==> src/rtl/bcd_pkg.sv <==
// Shared types and constants for the BCD-to-signed decoder.
package bcd_pkg;

  typedef enum logic [1:0] {
    IDLE,
    CONVERT,
    FINISH
  } state_t;

  // Largest legal decimal digit, and the digit value at which a
  // reverse double-dabble correction (subtract 3) is applied.
  localparam int unsigned BCD_DIGIT_MAX = 9;
  localparam int unsigned CORR_THRESH   = 8;

  // Number of bits needed to hold 0..10^digits-1, which is also the
  // number of shift/correct iterations.
  function automatic int unsigned calc_iter(input int unsigned digits);
    longint unsigned p;
    p = 1;
    for (int unsigned i = 0; i < digits; i++) begin
      p = p * 10;
    end
    return int'($clog2(p));
  endfunction

endpackage

==> src/rtl/bcd_sub3.sv <==
// Per-digit correction for reverse double-dabble: subtract 3 from a
// BCD digit that is 8 or more after the right shift.
module bcd_sub3
  import bcd_pkg::*;
(
  input  logic [3:0] din,
  output logic [3:0] dout
);

  // Conditional subtract-3
  always_comb begin
    dout = din;
    if (din >= 4'(CORR_THRESH)) begin
      dout = din - 4'd3;
    end
  end

endmodule

==> src/rtl/bcd_to_signed.sv <==
// Sequential packed-BCD plus sign to two's-complement decoder. One
// shift-right and per-digit correction per clock (reverse double-dabble),
// then range check and saturation into an OUT_W-bit result.
module bcd_to_signed
  import bcd_pkg::*;
#(
  parameter int DIGITS = 3,
  parameter int OUT_W  = 8
) (
  input  logic                  clk,
  input  logic                  reset,
  input  logic                  valid_i,
  input  logic [4*DIGITS-1:0]   bcd_i,
  input  logic                  sign_i,
  output logic                  busy_o,
  output logic                  ready_o,
  output logic [OUT_W-1:0]      result_o,
  output logic                  overflow_o,
  output logic                  error_o
);

  localparam int unsigned ITER  = calc_iter(DIGITS);
  localparam int unsigned BCD_W = 4 * DIGITS;
  localparam int unsigned SR_W  = BCD_W + ITER;
  localparam int unsigned CNT_W = $clog2(ITER + 1);

  localparam logic [31:0]      POS_MAX = 32'((64'd1 << (OUT_W - 1)) - 64'd1);
  localparam logic [31:0]      NEG_MAX = 32'(64'd1 << (OUT_W - 1));
  localparam logic [OUT_W-1:0] SAT_POS = {1'b0, {(OUT_W-1){1'b1}}};
  localparam logic [OUT_W-1:0] SAT_NEG = {1'b1, {(OUT_W-1){1'b0}}};

  state_t              state_q, state_d;
  logic [SR_W-1:0]     sr_q, sr_d;
  logic [CNT_W-1:0]    cnt_q, cnt_d;
  logic                sign_q, sign_d;
  logic                err_q, err_d;
  logic [OUT_W-1:0]    result_q, result_d;
  logic                ovf_q, ovf_d;
  logic                errout_q, errout_d;
  logic                ready_q, ready_d;

  logic [SR_W-1:0]     shifted;
  logic [BCD_W-1:0]    corrected;
  logic                digit_err;
  logic [31:0]         mag32;
  logic [31:0]         neg32;

  assign shifted = sr_q >> 1;

  genvar g;
  generate
    for (g = 0; g < DIGITS; g++) begin : g_corr
      bcd_sub3 u_sub3 (
        .din  (shifted[ITER + 4*g +: 4]),
        .dout (corrected[4*g +: 4])
      );
    end
  endgenerate

  // Flag any incoming digit that is not a decimal digit
  always_comb begin
    digit_err = 1'b0;
    for (int unsigned i = 0; i < DIGITS; i++) begin
      if (bcd_i[4*i +: 4] > 4'(BCD_DIGIT_MAX)) begin
        digit_err = 1'b1;
      end
    end
  end

  // Binary magnitude and its two's-complement negation, 32 bits wide
  always_comb begin
    mag32 = 32'(sr_q[ITER-1:0]);
    neg32 = 32'd0 - mag32;
  end

  // Next-state, datapath and output-register logic
  always_comb begin
    state_d  = state_q;
    sr_d     = sr_q;
    cnt_d    = cnt_q;
    sign_d   = sign_q;
    err_d    = err_q;
    result_d = result_q;
    ovf_d    = ovf_q;
    errout_d = errout_q;
    ready_d  = 1'b0;
    unique case (state_q)
      IDLE: begin
        if (valid_i) begin
          sr_d    = {bcd_i, {ITER{1'b0}}};
          cnt_d   = '0;
          sign_d  = sign_i;
          err_d   = digit_err;
          state_d = digit_err ? FINISH : CONVERT;
        end
      end
      CONVERT: begin
        sr_d  = {corrected, shifted[ITER-1:0]};
        cnt_d = cnt_q + CNT_W'(1);
        if (cnt_q == CNT_W'(ITER - 1)) begin
          state_d = FINISH;
        end
      end
      FINISH: begin
        ready_d  = 1'b1;
        errout_d = err_q;
        if (err_q) begin
          result_d = '0;
          ovf_d    = 1'b0;
        end else if (!sign_q) begin
          if (mag32 > POS_MAX) begin
            result_d = SAT_POS;
            ovf_d    = 1'b1;
          end else begin
            result_d = mag32[OUT_W-1:0];
            ovf_d    = 1'b0;
          end
        end else begin
          if (mag32 > NEG_MAX) begin
            result_d = SAT_NEG;
            ovf_d    = 1'b1;
          end else begin
            result_d = neg32[OUT_W-1:0];
            ovf_d    = 1'b0;
          end
        end
        state_d = IDLE;
      end
      default: state_d = IDLE;
    endcase
  end

  // State and datapath registers with asynchronous active-low reset
  always_ff @(posedge clk or negedge reset) begin
    if (!reset) begin
      state_q  <= IDLE;
      sr_q     <= '0;
      cnt_q    <= '0;
      sign_q   <= 1'b0;
      err_q    <= 1'b0;
      result_q <= '0;
      ovf_q    <= 1'b0;
      errout_q <= 1'b0;
      ready_q  <= 1'b0;
    end else begin
      state_q  <= state_d;
      sr_q     <= sr_d;
      cnt_q    <= cnt_d;
      sign_q   <= sign_d;
      err_q    <= err_d;
      result_q <= result_d;
      ovf_q    <= ovf_d;
      errout_q <= errout_d;
      ready_q  <= ready_d;
    end
  end

  assign busy_o     = (state_q != IDLE);
  assign ready_o    = ready_q;
  assign result_o   = result_q;
  assign overflow_o = ovf_q;
  assign error_o    = errout_q;

endmodule

==> config.mk <==
export PLATFORM = sky130hd
export DESIGN_NAME = bcd_to_signed
export DESIGN_NICKNAME = d
export VERILOG_FILES = /design/src/rtl/bcd_pkg.sv /design/src/rtl/bcd_sub3.sv /design/src/rtl/bcd_to_signed.sv
export SDC_FILE = /design/constraint.sdc
export NUM_CORES = 1
export LEC_CHECK = 0
export CELL_PAD_IN_SITES_DETAIL_PLACEMENT = 2
export CELL_PAD_IN_SITES_GLOBAL_PLACEMENT = 2
export CORE_MARGIN = 4
export CORE_UTILIZATION = 34
export DETAILED_ROUTE_END_ITERATION = 10
export PLACE_DENSITY_LB_ADDON = 0.1
export SYNTH_ARGS = -nofsm -noshare
export SYNTH_HDL_FRONTEND = slang
export SYNTH_SLANG_ARGS = --single-unit
==> constraint.sdc <==
create_clock -name clk -period 2.1 [get_ports clk]
set_clock_uncertainty 0.05 [all_clocks]
set_input_delay 0.525 -clock clk [delete_from_list [all_inputs] [get_ports clk]]
set_output_delay 0.525 -clock clk [all_outputs]
set_load 0.02 [all_outputs]
# Yosys cells after proc, flatten, opt, wreduce, memory -nomap -nowiden
# Cells that the tools add are included.
# op_classes
muxes	23
add_sub_neg	5
magnitude_cmp	8
reduce_logical	6
n_eq_ne	5
# ops
operator	count
$pmux 22 s2	1
$mux 8	4
$mux 22	1
$mux 4	4
$gt 4x4->1 const B	3
$gt 10x7->1 const B	1
$gt 10x8->1 const B	1
$ge 4x4->1 const B	2
$mux 1	8
$pmux 4 s2	1
$sub 1x8->8 const A	1
$sub 4x2->4 const B	2
$mux 2	3
$reduce_and 2->1	3
$add 4x1->4 const B	1
$eq 4x4->1 const B	1
$ge 3x4->1 const B	1
$ne 2x2->1 const B	2
$pmux 2 s2	1
$reduce_bool 2->1	2
$sub 3x2->4 const B	1
$eq 2x1->1 const B	1
$eq 2x2->1 const B	1
$logic_not 2->1	1
# word_totals
output_inout_bits	12
in_bits	16
elab_cells	56
regBits	41

# Longest topological paths before layout
# Gate-level depths: netlist of run 1.
# depth
ltp_word	7
depth_mapped	6
ltp_nobuf	6

# By module
# Synthesis of run 1 repeated with hierarchy kept, for this count alone.
# unflattened
hier_cells	243
area_unflattened_um2	2243.4
# modules_own_cells
module	area_per_inst_um2	seq_area_each_um2	cells_per_inst	instances
bcd_to_signed	2014.4	1026.0	210	1
bcd_sub3	76.3	0.0	11	3

# Worst setup path after synthesis of run 1
# OpenSTA, ideal clock, no wires.
# synth_timing
kind	flip-flop to flip-flop
start	register sr_q[1]
end	register result_q[5] (netlist: result_o[5])
arrival_time_ns	1.583
path_slack_ns	0.376
path_stages_with_launch	7
period_less_slack_ns	1.724
setup_time_ns	0.092
path_cell_list	dfrtp_1 inv_1 ha_1 nor4b_2 a21oi_2 a211o_1 o31ai_2
# synth_between
elab_chain_cells	4
word_cells_on_any_way	7
# synth_lines
element	line_no	text
start: declaration	bcd_to_signed.sv:33	logic [SR_W-1:0] sr_q, sr_d;
start signal: assignment	bcd_to_signed.sv:147	sr_q <= sr_d;
$sub 1x8->8 (tied with other cells)	bcd_to_signed.sv:73	neg32 = 32'd0 - mag32;
$mux 8, on equally long branches	bcd_to_signed.sv:119, bcd_to_signed.sv:111	
$mux 8 (*)	bcd_to_signed.sv:110	end else if (!sign_q) begin
$mux 8 (*)	bcd_to_signed.sv:107	if (err_q) begin
end signal: assignment	bcd_to_signed.sv:151	result_q <= result_d;
end: declaration	bcd_to_signed.sv:37	logic [OUT_W-1:0] result_q, result_d;
# Every way passes the cells marked *; elsewhere a longest branch is shown, timed or not.
# A chain may end at the register's enable or synchronous reset.

# Worst setup path after layout of run 1
# layout_timing
start	register sr_q[0]
end	register result_q[5] (netlist: result_o[5])
# The elaborated chain is that of the path after synthesis.

==> results_dict.tcl, run 1 <==
set metrics [dict create \
    place_area_mm2 0.002594 \
    tritoncts "yes" \
    clock_path_buffers 2 \
    grt_overflow_total 0 \
    async_reset_ff_share_pct 100.0 \
    yosys-top-cells-area "dfrtp_1, ha_1, a21oi_1" \
    relSlewSlack_pct 72.53 \
    min_period_ns 1.894 \
    port_buffers 27 \
    synth_cell_types 45 \
    critPathKind "reg -> reg" \
    synth_top_family_by_area "compound AO/OA/AOI/OAI gates" \
    r2r_cells 6 \
    fillCellCount 670 \
    totalNegativeSetupSlack_ns 0 \
    p_per_area_mw_per_mm2 1365 \
    fmax_mhz 528.0 \
    synthCells 223 \
    drv_cap 0 \
    endpoint_kind "flip-flop" \
    antenna_cells 0 \
    grt.total_usage_pct 16.91 \
    synth_edf_count 0 \
    worstMarginPinSlew_ns 0.4121 \
    endpoint "result_o[5]" \
    cts_sinks 41 \
    drc_errors 0 \
    gp_congestion 0.7564 \
    grt_pass1_vias 1992 \
    die-height_um 87.84 \
    final_nets 286 \
    syn-num-nets 246 \
    grt_pass1_wl_um 10180 \
    fp.dieW_um 87.84 \
    path_cells "inv_1, ha_1, nor4b_4, a21oi_2, a211o_1, o31ai_2" \
    syn_to_final_growth_pct 24.02 \
    critPathMaxStageDelay_ns 0.42 \
    routed_wl_um 5870 \
    comb_power_share_pct 48.5 \
    seqPwrFrac_pct 37.2 \
    synth_area_mm2 0.002167 \
    h-tree-depth 2 \
    cts_made_buffers 5 \
    seq_area_frac_synth_pct 47.34 \
    synthXorXnorAreaFrac_pct 1.617 \
    syn_area_per_cell_um2 9.718 \
    crit_start "sr_q[0]" \
    fp-row-count 28 \
    grt_max_degree 23 \
    rrSetupSlack_ns 0.21 \
    critPathMaxFanout 6 \
    clk_pin_slew_ns 0.08 \
    synth_top_area_share_pct 47.34 \
    hp-class "in -> async" \
    initialDrtViolationCount 36 \
    fin_crit_sh_pct 90.18 \
    switchingPower_w 0.001518 \
    outcome "finished clean" \
    dpl.hpwl_um 4500 \
    reg2reg_from "sr_q[0]" \
    drtAntennaViolNets 0 \
    wl_per_cell_um 17.37 \
    crit_arrival_ns 2.05 \
    vias 1846 \
    viasPerCell 5.462 \
    ir_worst_vdd_v 0.0004982 \
    synth_compound_area_share_pct 24.31 \
    ys_ff_latch 41 \
    clk_latency_ns 0.29 \
    core_mm2 0.006061 \
    yosys_warnings 0 \
    fin_area_mm2 0.002688 \
    cp-start-kind "flip-flop" \
    synth_mux_area_share_pct 1.501 \
    power.share.switching_pct 41.40 \
    cts_hold_buf 0 \
    drt-pass1-iter-count 4 \
    dpl.cell_count 331 \
    final_hold_viol_count 0 \
    start_util_pct 35.76 \
    ys.flop_type "dfrtp_1" \
    crit_slowest_cell "a211o_1" \
    required_ns 2.26 \
    slew_viol_final 0 \
    cts-root-buf "clkbuf_8" \
    leakagePower_nw 1.185 \
    synth_commonest_cells "dfrtp_1, a21oi_1, nand2_1" \
    r2r_end "result_o[5]" \
    p_int_w 0.002149 \
    antenna_found_initial 0 \
    synth_adder_area_share_pct 4.042 \
    final_cells 338 \
    dieArea_mm2 0.007715 \
    cts_setup_buffers 0 \
    yosys.area_share.simple_pct 16.17 \
    post-synth-top-count-cell "dfrtp_1" \
    clkPwrFrac_pct 14.4 \
    rsz0062_at_grt "false" \
    setup-violations-final 0 \
    drive_gt1_share_pct 13.31 \
    num_io_pins 28 \
    synth_area_leader_cell "dfrtp_1" \
]
## timing repair
item                       4_1_cts  5_1_grt
resized for setup                1        1
hold endpoints to repair         0        0
setup endpoints to repair        1        1
gates cloned                     0        0
## state kept, by name, summed over array words and instances, names as in the netlist, 2 cells and up
signal,flops
sr_q,22
result_o,8
cnt_q,4
state_q,2
## cells in the final DEF, fill, tap and decap left out, types with 8 or more instances in the layout
cell             instances
a22o_1                   8
a21oi_1                 17
nor2_1                  16
nand2_1                 17
buf_4                   18
clkdlybuf4s50_1         25
o21ai_0                 15
inv_1                   11
dfrtp_1                 41
## critical path: cells and delay by family, from the launching register on
family / cells / cell delay, ns
compound gates: 3 / 0.78
fa+ha+maj: 1 / 0.23
buf+inv: 1 / 0.09
flops: 1 / 0.40
simple gates: 1 / 0.26
## how the worst min path moves through the flow
| stage | cells after the start | from | endpoint |
|---|---|---|---|
| final | 1 | reset | ready_o |
| after global routing | 1 | reset | sr_q[16] |
| after CTS | 1 | reset | ready_o |
| after detailed placement | 1 | reset | ready_o |
| after global placement | 1 | reset | ready_o |
| after floorplan | 0 | reset | cnt_q[0] |
## cell families after synthesis
kind of cell,Yosys count
compound gates,80
xor+xnor,4
fa+ha+maj,7
buf+inv,23
flops,41
mux,3
simple gates,65
## metal layers
| layer | part of all wire, % | vias to the layer above | track usage, % |
|---|---|---|---|
| met4 | 1.3 | 0 | 3.905 |
| met2 | 52 | 32 | 29.73 |
| met3 | 3.7 | 7 | 3.951 |
| met1 | 43 | 929 | 20.99 |
| li1 | - | 878 | - |
| met5 | 0 | - | 0 |
## per-stage QoR
step | hold WS [ns] | total power, W | utilization (%) | worst slack [ns]
detailed placement | 0.4002 | 0.003173 | 42.80 | 0.07038
global route | 0.07536 | 0.004000 | 44.34 | 0.01306
CTS | 0.07522 | 0.003712 | 44.20 | 0.1337
floorplan | 0.1794 | 0.002458 | - | 0.3756
finish | 0.07528 | 0.003667 | 44.34 | 0.2061
global placement | 0.4009 | 0.003105 | 42.80 | 0.1082
## area by class of cell
cell class,count,area [um^2],area share [%]
well taps,75,93.84,3.492
clock buffers,7,86.33,3.212
multi-input cells,159,1041,38.73
repair buffers,45,399.1,14.85
inverters,11,41.29,1.536
flip-flops and latches,41,1026,38.17
## power by group through the flow
stage | clock [W] | sequential (W) | combinational [W]
5_1_grt | 0.000591 | 0.00142 | 0.00199
3_5_place_dp | 0 | 0.00138 | 0.00179
2_1_floorplan | 0 | 0.00141 | 0.00105
3_3_place_gp | 0 | 0.00136 | 0.00175
6_report | 0.000527 | 0.00136 | 0.00178
4_1_cts | 0.000548 | 0.00136 | 0.00180
(Power assumes the default switching activity.)
==> run 2: changes to the inputs <==
--- a/config.mk
+++ b/config.mk
@@ -5,6 +5,7 @@
 export SDC_FILE = /design/constraint.sdc
 export NUM_CORES = 1
 export LEC_CHECK = 0
+export CAP_MARGIN = 20
 export CELL_PAD_IN_SITES_DETAIL_PLACEMENT = 2
 export CELL_PAD_IN_SITES_GLOBAL_PLACEMENT = 2
 export CORE_MARGIN = 4
==> results of run 2 <==
Same layout as run 1: the final DEF is identical, and so are final timing and power.
